<file path="src/rtl/iter_calc_core_if.sv">
// Handshake bundle for iter_calc_core.
//   master : drives start/op/a/b, observes busy/done/result/err (wrapper side)
//   slave  : the calculator core
// Ports:
//   start  request, sampled only while the core is idle
//   op     3-bit opcode, sampled with start
//   a, b   WIDTH-bit unsigned operands, sampled with start
//   busy   operation in progress
//   done   one-cycle completion pulse
//   result 2*WIDTH-bit registered result
//   err    registered error flag, valid with done
interface iter_calc_core_if #(
  parameter int WIDTH = 16
);
  logic               start;
  logic [2:0]         op;
  logic [WIDTH-1:0]   a;
  logic [WIDTH-1:0]   b;
  logic               busy;
  logic               done;
  logic [2*WIDTH-1:0] result;
  logic               err;

  modport master (
    output start, op, a, b,
    input  busy, done, result, err
  );

  modport slave (
    input  start, op, a, b,
    output busy, done, result, err
  );
endinterface

</file>
<file path="src/rtl/iter_calc_core.sv">
// Calculator datapath: single-cycle add/sub/logic ops plus iterative
// shift-add multiply and restoring divide behind a start/busy/done handshake.
// Ports:
//   clk    clock
//   rst_n  asynchronous active-low reset
//   bus    iter_calc_core_if.slave (start/op/a/b in, busy/done/result/err out)
//
// state | meaning
// IDLE  | waiting for start; result/err hold the last completed operation
// EXEC  | single-cycle op, DIV by zero or reserved op; writes result next edge
// ITER  | one multiply/divide step per edge, cnt counts remaining steps
// FIN   | copies the iterative work register into result
module iter_calc_core #(
  parameter int WIDTH = 16
) (
  input  logic            clk,
  input  logic            rst_n,
  iter_calc_core_if.slave bus
);
  localparam int CW = $clog2(WIDTH + 1);

  localparam logic [2:0] OP_ADD = 3'b000;
  localparam logic [2:0] OP_SUB = 3'b001;
  localparam logic [2:0] OP_MUL = 3'b010;
  localparam logic [2:0] OP_DIV = 3'b011;
  localparam logic [2:0] OP_AND = 3'b100;
  localparam logic [2:0] OP_OR  = 3'b101;
  localparam logic [2:0] OP_XOR = 3'b110;

  typedef enum logic [1:0] {IDLE, EXEC, ITER, FIN} state_t;

  state_t               state, state_nxt;
  logic [CW-1:0]        cnt;
  logic [2:0]           op_q;
  logic [WIDTH-1:0]     a_q, b_q;
  logic [2*WIDTH-1:0]   work, work_step;
  logic [2*WIDTH-1:0]   result_q, exec_res;
  logic                 err_q, exec_err, done_q, busy_c;
  logic                 iter_op;
  logic [WIDTH:0]       mul_sum, div_shift, div_diff, sum_w, sub_w;

  assign iter_op = (bus.op == OP_MUL) || ((bus.op == OP_DIV) && (bus.b != '0));

  // work holds {hi, lo}: for MUL the partial product high half and the
  // remaining multiplier bits; for DIV the partial remainder and the
  // dividend bits being shifted out / quotient bits being shifted in.
  always_comb begin
    mul_sum   = {1'b0, work[2*WIDTH-1:WIDTH]} + (work[0] ? {1'b0, a_q} : '0);
    div_shift = {work[2*WIDTH-1:WIDTH], work[WIDTH-1]};
    div_diff  = div_shift - {1'b0, b_q};
    if (op_q == OP_MUL)
      work_step = {mul_sum, work[WIDTH-1:1]};
    else if (!div_diff[WIDTH])   // no borrow: keep the subtraction
      work_step = {div_diff[WIDTH-1:0], work[WIDTH-2:0], 1'b1};
    else
      work_step = {div_shift[WIDTH-1:0], work[WIDTH-2:0], 1'b0};
  end

  always_comb begin
    sum_w    = {1'b0, a_q} + {1'b0, b_q};
    sub_w    = {1'b0, a_q} - {1'b0, b_q};  // bit WIDTH is the borrow
    exec_res = '0;
    exec_err = 1'b0;
    case (op_q)
      OP_ADD:  exec_res = {{(WIDTH-1){1'b0}}, sum_w};
      OP_SUB:  exec_res = {{(WIDTH-1){1'b0}}, sub_w};
      OP_DIV:  begin  // only divide-by-zero reaches EXEC
        exec_res = {a_q, {WIDTH{1'b1}}};
        exec_err = 1'b1;
      end
      OP_AND:  exec_res = {{WIDTH{1'b0}}, a_q & b_q};
      OP_OR:   exec_res = {{WIDTH{1'b0}}, a_q | b_q};
      OP_XOR:  exec_res = {{WIDTH{1'b0}}, a_q ^ b_q};
      OP_MUL:  exec_res = '0;
      default: exec_err = 1'b1;
    endcase
  end

  always_ff @(posedge clk or negedge rst_n) begin
    if (!rst_n) state <= IDLE;
    else        state <= state_nxt;
  end

  always_comb begin
    state_nxt = state;
    case (state)
      IDLE:    if (bus.start) state_nxt = iter_op ? ITER : EXEC;
      EXEC:    state_nxt = IDLE;
      ITER:    if (cnt == CW'(1)) state_nxt = FIN;
      FIN:     state_nxt = IDLE;
      default: state_nxt = IDLE;
    endcase
  end

  always_comb begin
    busy_c = (state != IDLE);
  end

  always_ff @(posedge clk or negedge rst_n) begin
    if (!rst_n) begin
      cnt      <= '0;
      op_q     <= '0;
      a_q      <= '0;
      b_q      <= '0;
      work     <= '0;
      result_q <= '0;
      err_q    <= 1'b0;
      done_q   <= 1'b0;
    end else begin
      done_q <= 1'b0;
      case (state)
        IDLE: if (bus.start) begin
          op_q <= bus.op;
          a_q  <= bus.a;
          b_q  <= bus.b;
          work <= {{WIDTH{1'b0}}, (bus.op == OP_DIV) ? bus.a : bus.b};
          cnt  <= CW'(WIDTH);
        end
        EXEC: begin
          result_q <= exec_res;
          err_q    <= exec_err;
          done_q   <= 1'b1;
        end
        ITER: begin
          work <= work_step;
          cnt  <= cnt - CW'(1);
        end
        FIN: begin
          result_q <= work;
          err_q    <= 1'b0;
          done_q   <= 1'b1;
        end
        default: ;
      endcase
    end
  end

  assign bus.busy   = busy_c;
  assign bus.done   = done_q;
  assign bus.result = result_q;
  assign bus.err    = err_q;
endmodule

</file>
<file path="src/flat_wrapper.sv">
// flat-port wrapper written by rule: the top's interface ports become plain ports
module iter_calc_core_flat 
#(
  parameter int WIDTH = 16
)
  (clk, rst_n, bus_start, bus_op, bus_a, bus_b, bus_busy, bus_done, bus_result, bus_err);
  iter_calc_core_if #(.WIDTH(WIDTH)) bus_i ();
  input  logic clk;
  input  logic rst_n;
  input wire logic [$bits(bus_i.start)-1:0] bus_start;
  input wire logic [$bits(bus_i.op)-1:0] bus_op;
  input wire logic [$bits(bus_i.a)-1:0] bus_a;
  input wire logic [$bits(bus_i.b)-1:0] bus_b;
  output wire logic [$bits(bus_i.busy)-1:0] bus_busy;
  output wire logic [$bits(bus_i.done)-1:0] bus_done;
  output wire logic [$bits(bus_i.result)-1:0] bus_result;
  output wire logic [$bits(bus_i.err)-1:0] bus_err;
  assign bus_i.start = bus_start;
  assign bus_i.op = bus_op;
  assign bus_i.a = bus_a;
  assign bus_i.b = bus_b;
  assign bus_busy = bus_i.busy;
  assign bus_done = bus_i.done;
  assign bus_result = bus_i.result;
  assign bus_err = bus_i.err;
  iter_calc_core #(.WIDTH(WIDTH)) u_core (.clk(clk), .rst_n(rst_n), .bus(bus_i));
endmodule
</file>
<file path="config.mk">
export PLATFORM = sky130hd
export DESIGN_NAME = iter_calc_core_flat
export DESIGN_NICKNAME = d
export VERILOG_FILES = /design/src/rtl/iter_calc_core_if.sv /design/src/rtl/iter_calc_core.sv /design/src/flat_wrapper.sv
export SDC_FILE = /design/constraint.sdc
export NUM_CORES = 1
export LEC_CHECK = 0
export BUFFER_PORTS_ARGS = -buffer_cell sky130_fd_sc_hd__clkbuf_2
export CORE_MARGIN = 10
export CORE_UTILIZATION = 55
export DETAILED_ROUTE_END_ITERATION = 16
export GPL_TIMING_DRIVEN = 0
export PLACE_DENSITY = 0.76
export SYNTH_ARGS = -nofsm -noshare
export SYNTH_HDL_FRONTEND = slang
export SYNTH_SLANG_ARGS = --single-unit
export TNS_END_PERCENT = 10
</file>
<file path="constraint.sdc">
create_clock -name clk -period 4.45 [get_ports clk]
set_input_delay 1.1125 -clock clk [delete_from_list [all_inputs] [get_ports clk]]
set_output_delay 1.1125 -clock clk [all_outputs]
set_load 0.02 [all_outputs]
</file>
==> impl_results.md, run 1 <==
- Layout cells sized above 1: 0.0960
- Worst setup startpoint: u_core.op_q[2]
- Peak supply drop: 357 uV
- Setup CP Type: reg -> reg
- Crit Path Max Fanout: 10
- Post-synth ARST share: 1.00
- Worst Path Required: 4.69 ns
- Main area contributors after synthesis: dfrtp_1 31%, ha_1 12%, nand2_1 6.3%
- FMAX: 233 MHz
- Worst slew margin relative to its limit: 0.234
- Vias in the first global route: 8171
- # nets final: 1286
- Synth Register Bits: 108
- DIE AREA: 0.0215 mm2
- CP Launch Type: flip-flop
- Max-cap violation count: 0
- Crit path DAT: 4.53 ns
- YS warnings: 0
- Antenna Cells: 0
- Pin count of the biggest net entering global routing: 109
- Number of synthesized flops with an enable pin: 0
- Worst r2r dst: u_core.bus.result[16]
- Cell taking the most area after synthesis: dfrtp_1
- Vias per std cell: 6.33
- Post-Syn Area per Cell: 8.19 um2
- Via Count: 8761
- CP max-delay cell: fa_1
- Unrepaired setup endpoints after global routing: false
- Synthesized net count: 1203
- Power, Total: 6.50 mW
- Placer congestion estimate: 1.07
- Reg2reg start: u_core.op_q[2]
- Top_reg_cell synth: dfrtp_1
- Clock root buffer: clkbuf_16
- Clock Path Buffers: 2
- Dpl hpwl: 23400 um
- Crit-path cells: clkbuf_1 > nor2_4 > and2_1 > buf_1 > mux2i_1 > fa_1 > a21o_1 > a21o_1 > a2111oi_4 > o31ai_2 > a311oi_2 > mux2i_1 > a211oi_2
- Total clock sinks: 108
- CTS tree: yes
- Crit end category: flip-flop
- Yosys cell types: 72
- Final Hold Fails: 0
- GRT Util Overall: 0.274
- Post-synthesis cell area: 0.00884 mm2
- Share of the synthesized area in the top cell type: 0.306
- Synth top cells by count: 149 x nand2_1, 108 x dfrtp_1, 85 x nor2_1
- IO Pins: 73
- Core Box Area: 0.0158 mm2
- Later-pin clock latency in the skew report: 0.38 ns
- DRC: 0
- DP Area: 0.00948 mm2
- Area Overhead vs Synth: 10.7%
- Die span in y: 147 um
- DR iter-0 viols: 1040
- R2R setup slack: 0.16 ns
- Final Cell Area: 0.00979 mm2
- Cell with the most instances after synthesis: nand2_1
- Hold Path Class: reg -> reg
- Worst R2R Path Depth: 13
- Register area share after synthesis: 0.306
- Final core utilization: 0.619
- Cell Pwr Density: 664 mW/mm2
- Status: completed
- Num CTS Buffers: 9
- Final period utilization: 0.965
- Detail Route Antenna Nets: 0
- Leakage: 4.47 nW
- Routed len/inst: 21.8 um
- Initial Util: 0.559
- Final Max Tran Viols: 0
- Syn Inst Count: 1079
- Cell row count: 46
- Layout Skew: 0.0180 ns
- Worst-path clk slew: 0.08 ns
- # port buffers: 72
- Initial antenna violation count: 0
- Worst setup path endpoint: u_core.bus.result[16]
- Final wirelength: 30200 um
- GR Overflow Total: 0
- Pre-antenna DRT Iters: 6
- Die width: 147 um
- Minimum clock period: 4.29 ns
- Worst slew pin tran: 1.15 ns
- Slowest stage delay, CP: 0.50 ns
- # H-tree levels: 3
- First-pass GRT wire length: 46500 um
- Setup violations, final: 0
## worst min path at each step
stage          depth (start not counted)             end           start
5_1_grt                                1  u_core.bus.err  u_core.bus.err
4_1_cts                                1  u_core.bus.err  u_core.bus.err
3_3_place_gp                           1  u_core.bus.err  u_core.bus.err
6_report                               1  u_core.bus.err  u_core.bus.err
2_1_floorplan                          2   u_core.cnt[1]   u_core.cnt[1]
3_5_place_dp                           1  u_core.bus.err  u_core.bus.err
## cells in the final DEF (no fill, tap or decap), drive strengths merged, types with 4 or more instances in the layout
| cell | n |
|---|---|
| a211oi | 25 |
| a21o | 25 |
| a21oi | 86 |
| a22oi | 9 |
| a31oi | 25 |
| a41oi | 4 |
| and2 | 20 |
| and3 | 5 |
| buf | 10 |
| clkbuf | 137 |
| dfrtp | 108 |
| ha | 83 |
| inv | 53 |
| mux2i | 38 |
| nand2 | 149 |
| nand2b | 6 |
| nand4 | 7 |
| nor2 | 85 |
| nor2b | 8 |
| nor3 | 13 |
| nor4 | 22 |
| o211ai | 8 |
| o21a | 8 |
| o21ai | 97 |
| o221ai | 11 |
| o22ai | 11 |
| o31ai | 10 |
| or3 | 4 |
| xnor2 | 34 |
| xor2 | 17 |
## registers in the layout, summed over array words and instances (netlist names)
| signal | flops |
|---|---|
| u_core.bus.result | 32 |
| u_core.work | 32 |
| u_core.a_q | 16 |
| u_core.b_q | 16 |
| u_core.cnt | 5 |
| u_core.op_q | 3 |
| u_core.state | 2 |
| u_core.bus.done | 1 |
| u_core.bus.err | 1 |
## metal layers
layer,share of wire,up-vias,GRT usage
met2,0.43,475,0.406
li1,-,4049,-
met1,0.42,4157,0.371
met3,0.10,80,0.0633
met5,0,-,0
met4,0.043,0,0.123
## final cells by class
cell class,count,area (um2)
inverter,53,199
timing repair buffer,72,369
clock inverter,5,60.1
multi-input combinational,854,5680
buffer,64,264
tap,216,270
clock buffer,11,243
sequential,108,2700
fill,1460,6040
## repair_timing
item | 4_1_cts | 5_1_grt
cloned | 0 | 0
setup endpoints to repair | 1 | 1
buffers inserted | 0 | 0
resized for setup | 1 | 1
hold buffers | 0 | 0
## logic make-up (layout without fill, tap and decap cells)
logic type | Yosys count | after routing | share of synthesized area
multiplexers | 39 | 39 | 0.0443
AO/OA/AOI/OAI | 347 | 347 | 0.253
buffers and inverters | 117 | 205 | 0.0524
adder cells (fa/ha/maj) | 86 | 86 | 0.124
AND/OR/NAND/NOR | 331 | 331 | 0.169
flip-flops | 108 | 108 | 0.306
XOR/XNOR | 51 | 51 | 0.0514
## metrics by stage
step / setup slack (ns) / hold slack [ns] / setup TNS (ns) / instances
floorplan: 0.811 / 0.472 / 0 / 1079
global placement: -0.117 / 0.491 / -0.117 / 1367
detailed placement: -0.0326 / 0.496 / -0.0326 / 1367
CTS: 0.120 / 0.513 / 0 / 1383
global route: 0.0380 / 0.524 / 0 / 1383
finish: 0.156 / 0.511 / 0 / 1383
## power by group
group	switching, mW	internal [mW]
clock network	0.406	0.455
logic	2.41	1.56
registers	0.368	1.30
## worst max-delay path: cells and delay by family (launching register included)
family	cells	cell delay [ns]
flip-flops	1	0.39
buffers and inverters	2	0.66
adder cells (fa/ha/maj)	1	0.50
AO/OA/AOI/OAI	6	1.50
AND/OR/NAND/NOR	2	0.59
multiplexers	2	0.52
No activity file was read; power rests on OpenSTA's default activity.
==> run 2, diff against run 1 <==
--- a/config.mk
+++ b/config.mk
@@ -8,6 +8,7 @@
 export BUFFER_PORTS_ARGS = -buffer_cell sky130_fd_sc_hd__clkbuf_2
 export CORE_MARGIN = 10
 export CORE_UTILIZATION = 55
+export CTS_BUF_LIST = sky130_fd_sc_hd__clkbuf_4 sky130_fd_sc_hd__clkbuf_8 sky130_fd_sc_hd__clkbuf_16
 export DETAILED_ROUTE_END_ITERATION = 16
 export GPL_TIMING_DRIVEN = 0
 export PLACE_DENSITY = 0.76
==> run 2 against run 1 <==
- clock power rose by 0.6%
- register-to-register slack got worse by 0.02 ns
- critical path depth is the same
- via count decreased by 0.63%
- die area unchanged
- final cell count unchanged
- total power about the same
- global-route usage stayed put
==> impl_results.md, run 2 (same netlist as run 1, synthesis figures left out) <==
- Status: completed (unchanged)
- WP buf/inv: 2 (unchanged)
- Commonest non-fill, non-tap cells in the layout: 149 x nand2_1, 108 x dfrtp_1, 84 x nor2_1, 84 x a21oi_1, 83 x ha_1 (unchanged)
- Slowest stage delay, CP: 0.50 ns (about the same)
- Detail Route Antenna Nets: 0 (unchanged)
- Worst slew margin relative to its limit: 0.251 (was 0.234)
- Worst-path clk slew: 0.08 ns (about the same)
- Clk network pwr share: 0.133 (was 0.132)
- Footprint of the multi-input gates: 0.00568 mm2 (unchanged)
- Minimum clock period: 4.31 ns (was 4.29 ns)
- Post-cts sizing count: 1 (unchanged)
- Setup bufs post-CTS: 0 (unchanged)
- Final Max Tran Viols: 0 (unchanged)
- # port buffers: 72 (unchanged)
- Top Layer Used: met4 (unchanged)
- # placed instances: 1367 (unchanged)
- Later-pin clock latency in the skew report: 0.38 ns (about the same)
- Setup violations, final: 0 (unchanged)
- # nets final: 1286 (unchanged)
- Vias in the first global route: 8171 (unchanged)
- # H-tree levels: 3 (unchanged)
- Clock root buffer: clkbuf_16 (unchanged)
- Final Cell Area: 0.00980 mm2 (was 0.00979 mm2)
- Dpl hpwl: 23400 um (unchanged)
- CTS tree: yes (unchanged)
- Pin count of the biggest net entering global routing: 109 (unchanged)
- Crit path max-delay family: compound AO/OA/AOI/OAI gates (unchanged)
- Max-cap violation count: 0 (unchanged)
- Core Box Area: 0.0158 mm2 (unchanged)
- Final period utilization: 0.968 (was 0.965)
- # fillers: 1458 (was 1460)
- Total clock sinks: 108 (unchanged)
- Cell row count: 46 (unchanged)
- Hold Path Class: reg -> reg (unchanged)
- Cts hold-fix bufs: 0 (unchanged)
- Leakage: 4.48 nW (was 4.47 nW)
- Setup_tns: 0 ns (unchanged)
- Pre-antenna DRT Iters: 5 (was 6)
- Reg2reg start: u_core.op_q[2] (unchanged)
- CP Launch Type: flip-flop (unchanged)
- Met3 wire len: 2840 um (was 3040 um)
- NetSw: 3.17 mW (was 3.18 mW)
- Die width: 147 um (unchanged)
- Initial Util: 0.559 (unchanged)
- First-pass GRT wire length: 46500 um (unchanged)
- Worst setup startpoint: u_core.op_q[2] (unchanged)
- Die span in y: 147 um (unchanged)
- FF+latch area: 0.00270 mm2 (unchanged)
- CP max-delay cell: fa_1 (unchanged)
- DR iter-0 viols: 1039 (was 1040)
- Antenna Cells: 0 (unchanged)
- Unrepaired setup endpoints after global routing: false (unchanged)
- Area Overhead vs Synth: 10.8% (was 10.7%)
- Placer congestion estimate: 1.07 (unchanged)
- Initial antenna violation count: 0 (unchanged)
- Worst slew pin tran: 1.12 ns (was 1.15 ns)
- Power, Total: 6.50 mW (about the same)
- Crit-path cells: clkbuf_1 > nor2_4 > and2_1 > buf_1 > mux2i_1 > fa_1 > a21o_1 > a21o_1 > a2111oi_4 > o31ai_2 > a311oi_2 > mux2i_1 > a211oi_2 (unchanged)
- DRC: 0 (unchanged)
- DIE AREA: 0.0215 mm2 (unchanged)
- FMAX: 232 MHz (was 233 MHz)
- Hold path startpoint: u_core.bus.err (unchanged)
- Final wirelength: 30200 um (about the same)
- Crit path DAT: 4.55 ns (was 4.53 ns)
- Crit end category: flip-flop (unchanged)
- Worst Path Required: 4.69 ns (about the same)
- Routed len/inst: 21.8 um (about the same)
- Crit Path Max Fanout: 10 (unchanged)
- Layout cells sized above 1: 0.0968 (was 0.0960)
- Vias per std cell: 6.30 (was 6.33)
- Setup CP Type: reg -> reg (unchanged)
- Cell Int Power: 3.33 mW (was 3.32 mW)
- Logic pwr share: 0.610 (about the same)
- Peak supply drop: 358 uV (was 357 uV)
- Layout Skew: 0.0166 ns (was 0.0180 ns)
- GR Overflow Total: 0 (unchanged)
- Final Hold Fails: 0 (unchanged)
- Sw Share: 0.488 (was 0.489)
- Commonest non-fill, non-tap cell in the layout: nand2_1 (unchanged)
- IO Pins: 73 (unchanged)
- WL met2: 13000 um (about the same)
- Metal-1 WL: 13000 um (was 12800 um)
- DP Area: 0.00948 mm2 (unchanged)
- Num CTS Buffers: 9 (unchanged)
- GRT Util Overall: 0.274 (unchanged)
- Sequential share of power: 0.257 (about the same)
- Layout Cells excl Fill: 1383 (unchanged)
- Cell Pwr Density: 664 mW/mm2 (about the same)
- Clock Path Buffers: 2 (unchanged)
- Via Count: 8706 (was 8761)
==> run 2: cell types whose count changed in the layout (fill, tap and decap cells not counted) <==
| cell | before | now |
|---|---|---|
| clkbuf_1 | 55 | 54 |
| clkbuf_4 | 0 | 1 |
==> run 2: through the flow <==
step / worst slack, ns / hold slack, ns / utilization
after floorplan: 0.811 / 0.472 / -
after global routing: 0.0378 / 0.524 / 0.619
after CTS: 0.117 / 0.513 / 0.619
after global placement: -0.117 / 0.491 / 0.598
after detailed placement: -0.0326 / 0.496 / 0.599
final: 0.140 / 0.511 / 0.619
==> run 2: path summary, 6_finish.rpt <==
kind / endpoint / slack (ns) / depth (start not counted)
min: u_core.bus.err / 0.51 / 1
max: u_core.bus.result[16] / 0.14 / 13
max reg2reg: u_core.bus.result[16] / 0.14 / 13
min in group asynchronous: u_core.work[19] / 0.85 / 1
min reg2reg: u_core.bus.err / 0.51 / 1
max in group asynchronous: u_core.bus.result[14] / 2.97 / 1
==> run 2: power groups by stage <==
stage / logic [mW] / registers (mW) / clock network [mW]
detailed placement: 3.87 / 1.67 / 0
CTS: 3.90 / 1.65 / 0.871
global route: 4.34 / 1.70 / 0.903
global placement: 3.83 / 1.66 / 0
floorplan: 2.78 / 1.71 / 0
finish: 3.96 / 1.67 / 0.866
==> run 2: per-layer routing <==
metal / vias up / GRT usage
li1: 4049 / -
met1: 4116 / 0.371
met2: 456 / 0.406
met3: 85 / 0.0633
met4: 0 / 0.123
met5: - / 0
==> run 2: final cells by class <==
type | instances | area share
multi-input cells | 854 | 0.580
repair buffers | 72 | 0.0377
clock buffers | 11 | 0.0252
inverters | 53 | 0.0203
plain buffers | 64 | 0.0270
flip-flops and latches | 108 | 0.276
clock inverters | 5 | 0.00613
well taps | 216 | 0.0276
==> run 2: worst register-to-register path, cell delays in order, from the launching register on <==
cell and delay [ns]:
dfrtp_1 0.40, clkbuf_1 0.22, nor2_4 0.32, and2_1 0.27
buf_1 0.44, mux2i_1 0.25, fa_1 0.50, a21o_1 0.20
a21o_1 0.24, a2111oi_4 0.45, o31ai_2 0.17, a311oi_2 0.38
mux2i_1 0.27, a211oi_2 0.07
